## src/rtl/alu_seq_divider.sv

```systemverilog
// Purpose : multi-cycle signed divide / modulo next to the combinational ALU; restoring loop, one bit per cycle.
// Latency : fixed WIDTH+2 edges from the accept edge to out_valid, independent of operand values.
// Backpres: the result is held in DONE until out_ready; in_ready is high only in IDLE, so there is no overlap.
// Ports   : clk/rst (async active-low); in_valid/in_ready + A, B, op (0=quotient, 1=remainder);
//           out_valid/out_ready + Out and flags C, N, Z, V.
module alu_seq_divider #(
    parameter int WIDTH = 4
) (
    input  logic             clk,
    input  logic             rst,
    input  logic             in_valid,
    output logic             in_ready,
    input  logic [WIDTH-1:0] A,
    input  logic [WIDTH-1:0] B,
    input  logic             op,
    output logic             out_valid,
    input  logic             out_ready,
    output logic [WIDTH-1:0] Out,
    output logic             C,
    output logic             N,
    output logic             Z,
    output logic             V
);

    localparam int CW = $clog2(WIDTH);
    localparam logic [WIDTH-1:0] MIN_VAL = {1'b1, {(WIDTH-1){1'b0}}};

    typedef enum logic [2:0] {IDLE, SETUP, ITER, FIXUP, DONE} state_t;

    state_t           r_state;
    state_t           w_next;

    logic [WIDTH-1:0] r_a;
    logic [WIDTH-1:0] r_b;
    logic             r_op;
    logic [WIDTH:0]   r_abs_b;
    logic [WIDTH:0]   r_rem;
    logic [WIDTH-1:0] r_quo;
    logic [CW-1:0]    r_cnt;
    logic             r_q_neg;
    logic             r_r_neg;
    logic             r_div0;
    logic             r_ovf;
    logic [WIDTH-1:0] r_out;
    logic             r_n;
    logic             r_z;
    logic             r_v;

    logic [WIDTH-1:0] w_abs_a;
    logic [WIDTH:0]   w_b_ext;
    logic [WIDTH:0]   w_abs_b;
    logic [WIDTH+1:0] w_shift;
    logic [WIDTH+1:0] w_diff;
    logic             w_ge;
    logic [WIDTH-1:0] w_q_val;
    logic [WIDTH-1:0] w_r_val;
    logic [WIDTH-1:0] w_res;
    logic             w_vf;

    assign in_ready  = (r_state == IDLE);
    assign out_valid = (r_state == DONE);
    assign Out       = r_out;
    assign C         = 1'b0;
    assign N         = r_n;
    assign Z         = r_z;
    assign V         = r_v;

    // The dividend magnitude is kept as an unsigned WIDTH-bit value: |MIN| = 2^(WIDTH-1)
    // still fits unsigned. The divisor magnitude gets the extra bit for the trial subtract.
    assign w_abs_a = r_a[WIDTH-1] ? (~r_a + 1'b1) : r_a;
    assign w_b_ext = {r_b[WIDTH-1], r_b};
    assign w_abs_b = r_b[WIDTH-1] ? (~w_b_ext + 1'b1) : w_b_ext;

    // Restoring step: shift the next dividend bit into the partial remainder and try |B|.
    // The top bit of w_diff is the borrow; no borrow means the quotient bit is 1.
    assign w_shift = {r_rem, r_quo[WIDTH-1]};
    assign w_diff  = w_shift - {1'b0, r_abs_b};
    assign w_ge    = ~w_diff[WIDTH+1];

    assign w_q_val = r_q_neg ? (~r_quo + 1'b1) : r_quo;
    assign w_r_val = r_r_neg ? (~r_rem[WIDTH-1:0] + 1'b1) : r_rem[WIDTH-1:0];

    always_comb begin
        w_res = r_op ? w_r_val : w_q_val;
        w_vf  = 1'b0;
        if (r_div0) begin
            w_res = r_op ? r_a : {WIDTH{1'b1}};
            w_vf  = 1'b1;
        end else if (r_ovf) begin
            // MIN / -1 overflows the quotient; the remainder is exactly zero.
            w_res = r_op ? {WIDTH{1'b0}} : MIN_VAL;
            w_vf  = ~r_op;
        end
    end

    always_comb begin
        w_next = r_state;
        case (r_state)
            IDLE:    if (in_valid) w_next = SETUP;
            SETUP:   w_next = ITER;
            ITER:    if (r_cnt == CW'(WIDTH-1)) w_next = FIXUP;
            FIXUP:   w_next = DONE;
            DONE:    if (out_ready) w_next = IDLE;
            default: w_next = IDLE;
        endcase
    end

    always_ff @(posedge clk or negedge rst) begin
        if (!rst) begin
            r_state <= IDLE;
        end else begin
            r_state <= w_next;
        end
    end

    always_ff @(posedge clk or negedge rst) begin
        if (!rst) begin
            r_a     <= '0;
            r_b     <= '0;
            r_op    <= 1'b0;
            r_abs_b <= '0;
            r_rem   <= '0;
            r_quo   <= '0;
            r_cnt   <= '0;
            r_q_neg <= 1'b0;
            r_r_neg <= 1'b0;
            r_div0  <= 1'b0;
            r_ovf   <= 1'b0;
            r_out   <= '0;
            r_n     <= 1'b0;
            r_z     <= 1'b0;
            r_v     <= 1'b0;
        end else begin
            case (r_state)
                IDLE: begin
                    if (in_valid) begin
                        r_a  <= A;
                        r_b  <= B;
                        r_op <= op;
                    end
                end
                SETUP: begin
                    r_quo   <= w_abs_a;
                    r_abs_b <= w_abs_b;
                    r_q_neg <= r_a[WIDTH-1] ^ r_b[WIDTH-1];
                    r_r_neg <= r_a[WIDTH-1];
                    r_div0  <= (r_b == '0);
                    r_ovf   <= (r_a == MIN_VAL) && (r_b == {WIDTH{1'b1}});
                    r_rem   <= '0;
                    r_cnt   <= '0;
                end
                ITER: begin
                    r_rem <= w_ge ? w_diff[WIDTH:0] : w_shift[WIDTH:0];
                    r_quo <= {r_quo[WIDTH-2:0], w_ge};
                    r_cnt <= r_cnt + 1'b1;
                end
                FIXUP: begin
                    r_out <= w_res;
                    r_z   <= (w_res == '0);
                    r_n   <= w_res[WIDTH-1];
                    r_v   <= w_vf;
                end
                default: begin
                end
            endcase
        end
    end

endmodule

```

## config.mk

```make
export PLATFORM = sky130hd
export DESIGN_NAME = alu_seq_divider
export DESIGN_NICKNAME = d
export VERILOG_FILES = /design/src/rtl/alu_seq_divider.sv
export SDC_FILE = /design/constraint.sdc
export NUM_CORES = 1
export LEC_CHECK = 0
export ABC_AREA = 1
export CORE_MARGIN = 1
export CORE_UTILIZATION = 51
export CTS_BUF_LIST = sky130_fd_sc_hd__clkbuf_4 sky130_fd_sc_hd__clkbuf_8
export DETAILED_ROUTE_END_ITERATION = 10
export GPL_TIMING_DRIVEN = 0
export HOLD_SLACK_MARGIN = 0.15
export PLACE_DENSITY = 0.7
export SYNTH_ARGS = -nofsm -noshare
export SYNTH_HDL_FRONTEND = slang
export SYNTH_SLANG_ARGS = --single-unit
```

## constraint.sdc

```tcl
create_clock -name clk -period 3.7 [get_ports clk]
set_clock_uncertainty 0.05 [all_clocks]
set_input_delay 0.74 -clock clk [delete_from_list [all_inputs] [get_ports clk]]
set_output_delay 0.74 -clock clk [all_outputs]
set_load 0.005 [all_outputs]
```

==> run_results.csv <==
group,metric,value,unit
layout,final_core_util,0.638,
synthesis,synth_edf_count,0,
clock_tree,insertion_delay,0.30,ns
clock_tree,cts_resized,0,
power,combPwrFrac,0.514,
die,fp.dieW,67.1,microns
global_routing,grt_pass1_vias,1693,
drt,ant_nets,0,
clock_tree,clkSlewWorstSetupHoldPaths,0.07,ns
die,start_util,0.536,
clock_tree,cts_max_level,2,
sta,whs,0.426,ns
synthesis,yosys-top-cells-area,"dfrtp_1 44%, nand2_1 8.2%, nand3_1 7.7%, inv_1 6.4%, ha_1 6.4%",
run_status,status,"finished, final reports clean",
layout,drive_gt1_frac,0.0788,
synthesis,yosysWarnings,0,
clock_tree,clock-sinks,38,
power,seqPwrFrac,0.302,
power,internal-power,1.38,mW
setup_path,crit_family,"buffers and inverters",
clock_tree,post-cts-setup-buffer-count,0,
drt,drc_errors,0,
power,p_leak,1.25,nW
clock_tree,cts_tree,"done",
drt,met1_length,2200,microns
sta,hold_viol,0,
setup_path,critPathSlowestCell,"clkdlybuf4s50_1",
synthesis,ys_types,29,
synthesis,syn_nets,288,
synthesis,syn-instance-count,263,
setup_path,cpPeakStageDelay,0.50,ns
setup_path,required,2.91,ns
global_routing,grt_pass1_wl,7860,microns
synthesis,postSynthAreaPerCell,8.21,sq um
synthesis,yosysSeqAreaShare,0.441,
die,die_height,67.1,microns
synthesis,synth_seq_cells,38,
global_routing,overflow,0,
clock_tree,cts-root-buf,"clkbuf_8",
layout,antennaDiodeCount,0,
clock_tree,cts.path.max_buffers,2,
sta,timing.final.crit_share,0.639,
drt,drt_iter0_drc,125,
drt,dr.max_layer_used,"met4",
global_routing,grt_max_degree,39,
die,core_area,4030,sq um
sta,slew_viol_final,0,
power,p_total,2.39,mW
setup_path,crit_fanout,5,
sta,rsz0062_at_grt,"false",
sta,max_freq,423,MHz
power,p_sw,1.01,mW
clock_tree,cts_buffers,5,
global_routing,grt_usage,0.240,
layout,syn2layout_area_growth,19.0,%
setup_path,cp-end-kind,"primary output",
min_path,hp-class,"flop to flop",
drt,routedWlPerCell,13.4,microns
power,netSwitchingFraction,0.423,
drt,vias,1803,
setup_path,critical_path.cell_chain,"nor2_1 -> nand2_1 -> inv_1 -> clkdlybuf4s50_1",
sta,worst_pin_slew,0.829,ns
place,port_buffers,21,
die,dieArea,4500,sq um
setup_path,cp.arrival,1.58,ns
clock_tree,hold_buffers,0,
place,dpl_cell_area,2430,sq um
drt,met2_length,2120,microns
setup_path,cp-start-kind,"flop",
layout,num-fill-cells,380,
power,p_clk_frac,0.184,
drt,wl,4580,microns
flow_run,cap_violations,0,
sta,maxSlewHeadroom,0.447,
drt,wl_met3,188,microns
sta,fin_crit,2.37,ns
synthesis,synth_top_area_frac,0.441,
place,dpl.hpwl,3400,microns
synthesis,async_reset_ff_frac,1.00,
power,ir_worst_vdd,375,uV
layout,fin_area,2570,sq um
die,ios,23,
synthesis,synthFlopType,"dfrtp_1",
place,place_congestion,0.841,
sta,setup_viol,0,
drt,vias_per_cell,5.27,
synthesis,synth_area_leader_cell,"dfrtp_1",
die,placementRows,23,
synthesis,netlist_area,2160,sq um
setup_path,critPathKind,"flop to primary output",
sta,setup_tns,0,ns
global_routing,antenna_found_initial,0,
setup_path,crit_buf_inv,2,
layout,nNetsFinal,316,
drt,dr.pass1.iters,4,
power,pwr_density_cell,929,nW/um^2
-- worst min-delay path, cell delays in order (launching register included) --
cell     delay, ns
dfrtp_1       0.34
nand2_1       0.06
inv_1         0.04
-- cells in the mapped netlist, types with 2 or more instances --
cell type	instances
nand2_1	47
dfrtp_1	38
inv_1	37
nand3_1	33
nor2_1	24
o21ai_0	20
a21oi_1	11
ha_1	11
nand4_1	6
o221ai_1	5
buf_4	3
inv_2	3
o211ai_1	3
xor2_1	3
buf_2	2
nor3_1	2
nor3_4	2
xnor2_1	2
-- cell type report --
type                    count  area (sq um)  area share
flip-flops and latches     38           951       0.370
inverters                  40           150      0.0585
clock buffers               6          82.6      0.0321
well taps                  50          62.6      0.0244
multi-input cells         179          1010       0.395
repair buffers             21           205      0.0799
plain buffers               6          43.8      0.0170
clock inverters             2          60.1      0.0234
-- per-stage QoR --
stage | worst slack (ns) | cells
3_3_place_gp | 0.924 | 334
4_1_cts | 1.32 | 342
3_5_place_dp | 1.65 | 334
6_report | 1.33 | 342
2_1_floorplan | 2.02 | 263
5_1_grt | 1.22 | 342
-- state kept, by name, indices dropped and copies added, names as in the netlist --
register	cells
r_q_neg	1
r_abs_b	5
r_a	4
r_quo	4
r_ovf	1
r_state	3
V	1
r_cnt	2
r_r_neg	1
Out	4
Z	1
r_op	1
r_div0	1
r_b	4
r_rem	5
-- final timing paths --
kind / from / end / slack (ns) / cells past startpoint
min in group asynchronous: rst / Out[3]$_DFFE_PN0N_ / 0.48 / 1
max: r_state[2]$_DFFE_PN0P_ / in_ready / 1.33 / 4
min reg2reg: r_abs_b[4]$_DFFE_PN0N_ / r_abs_b[4]$_DFFE_PN0N_ / 0.43 / 2
max in group asynchronous: rst / r_abs_b[2]$_DFFE_PN0N_ / 2.59 / 1
max reg2reg: r_quo[3]$_DFFE_PN0N_ / r_rem[4]$_DFFE_PN0N_ / 1.82 / 9
min: r_abs_b[4]$_DFFE_PN0N_ / r_abs_b[4]$_DFFE_PN0N_ / 0.43 / 2
-- layer usage --
| metal | global-route usage | vias to the layer above |
|---|---|---|
| met5 | 0 | - |
| met4 | 0.0824 | 0 |
| met3 | 0.0548 | 8 |
| met2 | 0.370 | 51 |
| met1 | 0.327 | 816 |
| li1 | - | 928 |
-- power by group through the flow --
stage / clock network (mW) / logic [mW] / registers (mW)
2_1_floorplan: 0 / 0.900 / 0.700
3_3_place_gp: 0 / 1.20 / 0.722
3_5_place_dp: 0 / 1.22 / 0.726
4_1_cts: 0.446 / 1.23 / 0.721
5_1_grt: 0.459 / 1.42 / 0.742
6_report: 0.438 / 1.23 / 0.721
-- kinds of logic (layout without fill, tap and decap cells) --
group / after synthesis / in the layout / share of synthesized area
AND/OR/NAND/NOR: 116 / 116 / 0.243
multiplexers: 1 / 1 / 0.00522
buffers and inverters: 46 / 75 / 0.0899
other: 1 / 1 / 0.00174
AO/OA/AOI/OAI: 44 / 44 / 0.126
XOR/XNOR: 5 / 5 / 0.0203
flip-flops: 38 / 38 / 0.441
adder cells (fa/ha/maj): 12 / 12 / 0.0730
-- cell usage in the layout, fill, tap and decap left out, types with 2 or more instances in the layout --
cell	instances
nor3_1	2
nand4_1	6
o211ai_1	3
o21ai_0	20
buf_2	3
o221ai_1	5
nor3_4	2
nand2_1	47
nand3_1	33
buf_4	3
xnor2_1	2
inv_2	3
xor2_1	3
a21oi_1	11
bufinv_16	2
ha_1	11
clkbuf_8	6
dfrtp_1	38
clkdlybuf4s50_1	20
nor2_1	24
inv_1	37
Note: power is estimated with default switching activity, not from simulation.
